### src/rtl/mem_bus_pkg.sv
// Shared types and constants for the two-master memory bus arbiter.
package mem_bus_pkg;

  // Default bus geometry of the native picorv32 memory port
  localparam int MEM_ADDR_W = 32;
  localparam int MEM_DATA_W = 32;

  // Read data handed back to a master whose transfer was killed by the watchdog
  localparam logic [31:0] MEM_ERR_RDATA = 32'hDEAD_BEEF;

  // Arbiter sequencing: pick a master, run one slave transfer, then one dead cycle
  typedef enum logic [1:0] {
    IDLE = 2'd0,
    BUSY = 2'd1,
    DONE = 2'd2
  } arb_state_t;

endpackage

### src/rtl/mem_bus_rr_pick.sv
// Two-way round-robin selector: a lone requester always wins, and on a tie
// the master that was not granted last time gets the bus.
module mem_bus_rr_pick (
  input  logic [1:0] req,
  input  logic       last_grant,
  output logic       winner,
  output logic       any
);

  // Pure combinational pick; winner is meaningless when any is low
  always_comb begin
    any    = |req;
    winner = 1'b0;
    case (req)
      2'b01:   winner = 1'b0;
      2'b10:   winner = 1'b1;
      2'b11:   winner = ~last_grant;
      default: winner = 1'b0;
    endcase
  end

endmodule

### src/rtl/mem_bus_arbiter.sv
// Shares one native memory port between the picorv32 core (M0) and a
// secondary master (M1). One transfer at a time, round-robin on ties, the
// grant is held until the slave completes, and a watchdog forces completion
// of transfers the slave never answers.
module mem_bus_arbiter
  import mem_bus_pkg::*;
#(
  parameter int                ADDR_W    = MEM_ADDR_W,
  parameter int                DATA_W    = MEM_DATA_W,
  parameter int                TIMEOUT   = 255,
  parameter logic [DATA_W-1:0] ERR_RDATA = MEM_ERR_RDATA,
  parameter bit                M0_FIRST  = 1'b1
) (
  input  logic                  clk,
  input  logic                  reset,
  input  logic [1:0]            m_valid,
  input  logic [2*ADDR_W-1:0]   m_addr,
  input  logic [2*DATA_W-1:0]   m_wdata,
  input  logic [2*DATA_W/8-1:0] m_wstrb,
  output logic [1:0]            m_ready,
  output logic [DATA_W-1:0]     m_rdata,
  output logic                  s_valid,
  output logic [ADDR_W-1:0]     s_addr,
  output logic [DATA_W-1:0]     s_wdata,
  output logic [DATA_W/8-1:0]   s_wstrb,
  input  logic                  s_ready,
  input  logic [DATA_W-1:0]     s_rdata,
  output logic                  bus_err,
  output logic                  err_master
);

  localparam int STRB_W = DATA_W / 8;

  // Watchdog is kept at least one bit wide so TIMEOUT=0 still elaborates
  localparam int                WD_W    = (TIMEOUT > 0) ? $clog2(TIMEOUT + 1) : 1;
  localparam logic [WD_W-1:0]   WD_LAST = (TIMEOUT > 0) ? WD_W'(TIMEOUT - 1) : '0;
  localparam logic [WD_W-1:0]   WD_MAX  = '1;

  // The preferred master wins the first tie when last_grant points at the other one
  localparam logic LAST_GRANT_RST = M0_FIRST ? 1'b1 : 1'b0;

  arb_state_t          state;
  logic                grant;
  logic                last_grant;
  logic [WD_W-1:0]     wdog;

  logic                pick_winner;
  logic                pick_any;

  logic [ADDR_W-1:0]   win_addr;
  logic [DATA_W-1:0]   win_wdata;
  logic [STRB_W-1:0]   win_wstrb;

  logic                req_held;
  logic                wd_expire;
  logic                done_ok;
  logic                done_to;
  logic                abort;

  mem_bus_rr_pick u_pick (
    .req        (m_valid),
    .last_grant (last_grant),
    .winner     (pick_winner),
    .any        (pick_any)
  );

  // Route the winning master's request fields toward the slave registers
  always_comb begin
    win_addr  = m_addr[0 +: ADDR_W];
    win_wdata = m_wdata[0 +: DATA_W];
    win_wstrb = m_wstrb[0 +: STRB_W];
    if (pick_winner) begin
      win_addr  = m_addr[ADDR_W +: ADDR_W];
      win_wdata = m_wdata[DATA_W +: DATA_W];
      win_wstrb = m_wstrb[STRB_W +: STRB_W];
    end
  end

  // Classify how the current BUSY cycle ends: slave answer, watchdog, or master abort.
  // A slave answer on the watchdog's last cycle wins over the timeout.
  always_comb begin
    req_held  = m_valid[grant];
    wd_expire = (TIMEOUT != 0) && (wdog == WD_LAST);
    done_ok   = (state == BUSY) && req_held && s_ready;
    done_to   = (state == BUSY) && req_held && !s_ready && wd_expire;
    abort     = (state == BUSY) && !req_held;
  end

  // Completion pulse and read data go back to the granted master in the same cycle
  always_comb begin
    m_ready = 2'b00;
    m_rdata = s_rdata;
    if (done_ok || done_to) begin
      m_ready[grant] = 1'b1;
    end
    if (done_to) begin
      m_rdata = ERR_RDATA;
    end
  end

  // Arbitration FSM with request capture, watchdog and sticky error reporting
  always_ff @(posedge clk or posedge reset) begin
    if (reset) begin
      state      <= IDLE;
      grant      <= 1'b0;
      last_grant <= LAST_GRANT_RST;
      wdog       <= '0;
      s_valid    <= 1'b0;
      s_addr     <= '0;
      s_wdata    <= '0;
      s_wstrb    <= '0;
      bus_err    <= 1'b0;
      err_master <= 1'b0;
    end else begin
      case (state)
        IDLE: begin
          if (pick_any) begin
            grant      <= pick_winner;
            last_grant <= pick_winner;
            s_addr     <= win_addr;
            s_wdata    <= win_wdata;
            s_wstrb    <= win_wstrb;
            s_valid    <= 1'b1;
            wdog       <= '0;
            state      <= BUSY;
          end
        end

        BUSY: begin
          if (done_ok || done_to || abort) begin
            s_valid <= 1'b0;
            state   <= DONE;
            if (done_to) begin
              bus_err    <= 1'b1;
              err_master <= grant;
            end
          end else if (wdog != WD_MAX) begin
            wdog <= wdog + 1'b1;
          end
        end

        DONE: begin
          state <= IDLE;
        end

        default: begin
          s_valid <= 1'b0;
          state   <= IDLE;
        end
      endcase
    end
  end

endmodule
### config.mk
export PLATFORM = sky130hd
export DESIGN_NAME = mem_bus_arbiter
export DESIGN_NICKNAME = d
export VERILOG_FILES = /design/src/rtl/mem_bus_pkg.sv /design/src/rtl/mem_bus_rr_pick.sv /design/src/rtl/mem_bus_arbiter.sv
export SDC_FILE = /design/constraint.sdc
export NUM_CORES = 1
export LEC_CHECK = 0
export ABC_AREA = 1
export CORE_ASPECT_RATIO = 1.2
export CORE_MARGIN = 2
export CORE_UTILIZATION = 34
export CTS_BUF_LIST = sky130_fd_sc_hd__clkbuf_8
export DETAILED_ROUTE_END_ITERATION = 8
export PLACE_DENSITY_LB_ADDON = 0.25
export SYNTH_ARGS = -nofsm -noshare
export SYNTH_HDL_FRONTEND = slang
export SYNTH_SLANG_ARGS = --single-unit
export TNS_END_PERCENT = 20
### constraint.sdc
create_clock -name clk -period 2.23 [get_ports clk]
set_clock_uncertainty 0.05 [all_clocks]
set_input_delay 0.223 -clock clk [delete_from_list [all_inputs] [get_ports clk]]
set_output_delay 0.223 -clock clk [all_outputs]
set_load 0.05 [all_outputs]
* Word level (Yosys, flattened, before mapping)
Cells that the tools add are included.
Storage, ports and cells: bits in registers 83, latch bits 0, RAM bits 0, bits in read-only memories 0, input bits 173, output and inout bits 105, logic and storage cells 63, memories 0
Operators by class: $add $sub $neg 1, multiply operators 0, div/mod/pow operators 0, $lt $le $gt $ge 2, equal/unequal tests 10, shift operators 0, mux-type cells 20, bitwise logic cells 2, reductions and logical operators 18
Operators with widths (number):
- $mux 32 | 3
- $mux 8 | 3
- $pmux 8 s2 | 1
- $add 8x1->8 const B | 1
- $eq 8x8->1 const B | 1
- $ne 8x8->1 const B | 1
- $eq 2x2->1 const B | 3
- $logic_and 1x1->1 | 6
- $mux 2 | 3
- $reduce_and 3->1 | 2
- $mux 1 | 5
- $mux 4 | 1
- $ne 2x1->1 const B | 2
- $ne 2x2->1 const B | 2
- $pmux 2 s2 | 1
- $reduce_and 2->1 | 2
- $reduce_and 4->1 | 1
- $pmux 1 s3 | 1
- $eq 2x1->1 const B | 1
- $logic_not 1->1 | 2
- $logic_not 2->1 | 1
- $logic_or 1x1->1 | 2
- $lt 1x2->1 const B | 1
- $not 1->1 | 2
- 5 further kinds | 5

* Logic depth before layout (Yosys ltp)
word-level depth 9, gate-level depth with buffers 9, gate-level depth less buffers 9

* Hierarchy
From an unflattened synthesis, not the netlist that was laid out.
Second synthesis, totals: cell total of the unflattened synthesis 604, area, all modules 4406.7 sq um
Modules (own cells, without submodules):
- mem_bus_arbiter | instances 1, cells each 601, area each 4391.7 sq um, seq. area each 2078.2 sq um
- mem_bus_rr_pick | instances 1, cells each 3, area each 15.0 sq um, seq. area each 0.0 sq um

* Least setup slack after synthesis
Ideal clock, no wire load.
kind register to output, from reg wdog[0], to out m_rdata[14], data arrival time 1658 ps, data required time 1957 ps, path slack 299 ps, cell stages (with the launch flop) 9, buffers on the path 1, cell sequence dfrtp_1 inv_1 ha_1 inv_1 nor2_1 nand4_4 inv_4 buf_6 nor2_1
Between the ends: longest elaborated chain between the ends 3
Ends and longest elaborated chain:
- start, declared | RTL line mem_bus_arbiter.sv:45 | logic [WD_W-1:0] wdog;
- start signal, assigned | RTL line mem_bus_arbiter.sv:138 | wdog <= wdog + 1'b1;
- $eq 8x8->1 | RTL line mem_bus_arbiter.sv:83 | wd_expire = (TIMEOUT != 0) && (wdog == WD_LAST);
- $logic_and 1x1->1 | RTL line mem_bus_arbiter.sv:85 | done_to = (state == BUSY) && req_held && !s_ready && wd_expire;
- $mux 32 | RTL line mem_bus_arbiter.sv:96 | if (done_to) begin
- end, declared | RTL line mem_bus_arbiter.sv:21 | output logic [DATA_W-1:0] m_rdata,
Every way passes these cells.

* Worst setup path in the final report
from reg wdog[0], to out m_rdata[31]
Same word-level chain as after synthesis.

==> summary.md <==
| Metric | Value |
|---|---|
| Final setup fails | `0` |
| Die area | `13200 um^2` |
| Critical-path top delay cell | `dfrtp_1` |
| Worst-Margin Slew | `0.603 ns` |
| Vias in the first global route | `4758` |
| Largest net degree at the start of global routing | `84` |
| Root Driver | `clkbuf_8` |
| Run status | `finished clean` |
| N_diodes | `0` |
| Cell with the most instances after synthesis | `o21ai_0` |
| CTS Buf Count | `9` |
| Initial DRT Pass Iterations | `4` |
| HP Class | `input port to async pin` |
| Detail Route Antenna Nets | `0` |
| WP data required | `1.96 ns` |
| Hold Fails Final Rpt | `0` |
| Initial DRC Count | `185` |
| Top_reg_cell synth | `dfrtp_1` |
| Crit-path max FO | `8` |
| WS Path Type | `flip-flop to output port` |
| Initial Util | `34.8%` |
| Final HPWL DP | `10900 um` |
| Cell Chain, Critical Path | `inv_1 > ha_1 > inv_1 > nor2_2 > nand4_4 > buf_12 > inv_6 > or2_2 > buf_12` |
| Core ar. | `12100 um^2` |
| Die extent in x | `105 um` |
| Grt ovf | `0` |
| Crit path time final | `2.16 ns` |
| # DRC | `0` |
| Yosys top cell area share | `49.0%` |
| CP max stage delay | `0.40 ns` |
| First-pass GRT wire length | `23400 um` |
| CP Launch Type | `flip-flop` |
| Number of buffers and inverters on the critical path | `5` |
| YS warnings | `0` |
| Share of the yosys chip area belonging to registers | `49.6%` |
| Vias | `4686` |
| Multi-input gate area | `1860 um^2` |
| Mapped Cells | `531` |
| RSZ-0062 raised after global routing | `true` |
| Setup crit end kind | `output port` |
| Syn-to-layout area delta | `82.3%` |
| Post-CTS Hold Fix Bufs | `0` |
| Synth area leaders | `dfrtp_1 49%, o21ai_0 14%, nand2_1 9.9%, nor2_1 7.7%, or2_1 3.3%` |
| Clk sinks | `83` |
| Fin crit share | `96.8%` |
| Die Height | `126 um` |
| Max-Cap Viols | `0` |
| Layout cell share with drive strength beyond 1 | `10.8%` |
| Setup TNS after final layout | `0 ns` |
| Std cell rows | `44` |
| Clock Latency Late Sink | `0.36 ns` |
| Leakage | `3.31 nW` |
| CTS H-tree depth | `3` |
| Post-synth EDFFs | `0` |
| Io pins | `278` |
| Final max-slew violation count | `0` |
| Fill cell count | `993` |
| Mean Syn Cell Area | `7.89 um^2` |
| FMAX | `463 MHz` |
| Synthesized cell area | `4190 um^2` |
| Nets | `975` |
| DR WL/cell | `15.7 um` |
| Top cells by count, synth | `119 x o21ai_0, 110 x nand2_1, 86 x nor2_1` |
| Relative slew slack | `59.7%` |
| Routed wire length | `15100 um` |
| Synth async-reset ratio | `100%` |
| Worst VDD drop | `1.03 mV` |
| PortBufs | `277` |
| CP Data Arrival Time | `1.89 ns` |
| PD cells | `1300 nW/um^2` |
| Leading area contributor after synthesis | `dfrtp_1` |
| Placed Cells | `945` |
| CTS tree | `yes` |
| Total GRT Usage | `22.2%` |
| Longest Clk Path Bufs | `2` |
| GPL Wtd Cong | `0.768` |
| Via density | `4.86` |
| Yosys reg bits | `83` |
| Post-route non-filler standard cell count | `965` |
| Seq. cell area | `2080 um^2` |
| Clk slew on worst S/H paths | `0.08 ns` |
| Delay-heaviest family, CP | `buffers and inverters` |
| Synth unique cells | `26` |
| Syn_nets | `706` |
| Initial antenna violation count | `0` |
## cell usage in the layout (no fill, tap or decap), types with 3 or more instances in the layout
| master | instances |
|---|---|
| clkdlybuf4s50_1 | 243 |
| o21ai_0 | 119 |
| nand2_1 | 110 |
| nor2_1 | 85 |
| dfrtp_1 | 81 |
| buf_12 | 30 |
| or2_1 | 22 |
| o21ai_1 | 20 |
| inv_1 | 16 |
| buf_4 | 14 |
| nand3_1 | 13 |
| clkbuf_8 | 11 |
| inv_2 | 5 |
| a21oi_1 | 5 |
| nor2_2 | 3 |
| or2_2 | 3 |
## sequential cells by signal, summed over array words and instances (netlist names)
name	cells
bus_err	1
err_master	1
grant	1
last_grant	1
s_addr	32
s_valid	1
s_wdata	32
s_wstrb	4
state	2
wdog	8
## timing repair
action	in CTS	in global routing
endpoints found under the setup margin	24	24
pin swaps	0	0
resized for setup	3	3
setup buffers	0	2
gates cloned	0	3
## final cells by class
type | count | share of cell area [%]
repair buffers | 287 | 41.1
flip-flops and latches | 83 | 27.2
multi-input cells | 392 | 24.4
well taps | 161 | 2.64
clock buffers | 11 | 1.98
inverters | 24 | 1.42
clock inverters | 4 | 0.966
repair inverters | 3 | 0.295
## report_power, final
group	switching (mW)	total (mW)	leakage, nW	internal (mW)
Sequential	0.406	2.61	1.02	2.20
Combinational	4.04	6.08	2.17	2.04
Clock	0.545	1.23	0.115	0.686
Total	4.99	9.92	3.31	4.93
## routing by layer
layer | GRT usage (%) | vias up | share of wire, %
met3 | 8.39 | 25 | 10
met5 | 0 | - | 0
li1 | - | 2254 | -
met4 | 7.92 | 0 | 2.4
met2 | 38.7 | 212 | 51
met1 | 24.6 | 2195 | 37
## through the flow
stage | hold slack, ns | util (%) | power (mW) | instance area, um^2 | worst slack (ns)
after floorplan | 0.326 | - | 6.39 | 4190 | 0.299
after global placement | 0.410 | 61.0 | 8.60 | 7350 | 0.117
after detailed placement | 0.406 | 61.0 | 8.71 | 7350 | 0.0623
after CTS | 0.314 | 62.9 | 9.97 | 7580 | 0.0362
after global routing | 0.322 | 63.4 | 10.5 | 7640 | -0.0150
final | 0.293 | 63.4 | 9.92 | 7640 | 0.0711
## kinds of logic after synthesis
| family | share of synthesized area, % |
|---|---|
| buffers and inverters | 6.15 |
| adders and majority gates | 0.597 |
| DFF | 49.6 |
| AOI/OAI and AO/OA | 18.0 |
| and+or+nand+nor | 25.7 |
## tightest hold or removal path: stages
cell and delay (ns):
clkdlybuf4s50_1 0.44, clkinvlp_4 0.10, buf_12 0.36
## worst paths after layout
| kind | depth (start not counted) | slack (ns) | to | from |
|---|---|---|---|---|
| worst max register to register | 6 | 0.48 | s_wdata[18] | state[1] |
| worst max-delay path | 9 | 0.07 | m_rdata[31] | wdog[0] |
| max in group asynchronous | 3 | 1.49 | last_grant | reset |
| min in group clk | 3 | 0.40 | s_addr[7] | m_addr[39] |
| worst min register to register | 1 | 0.42 | bus_err | bus_err |
| worst min-delay path | 3 | 0.29 | s_wdata[23] | reset |
No activity file was read; power rests on OpenSTA's default activity.
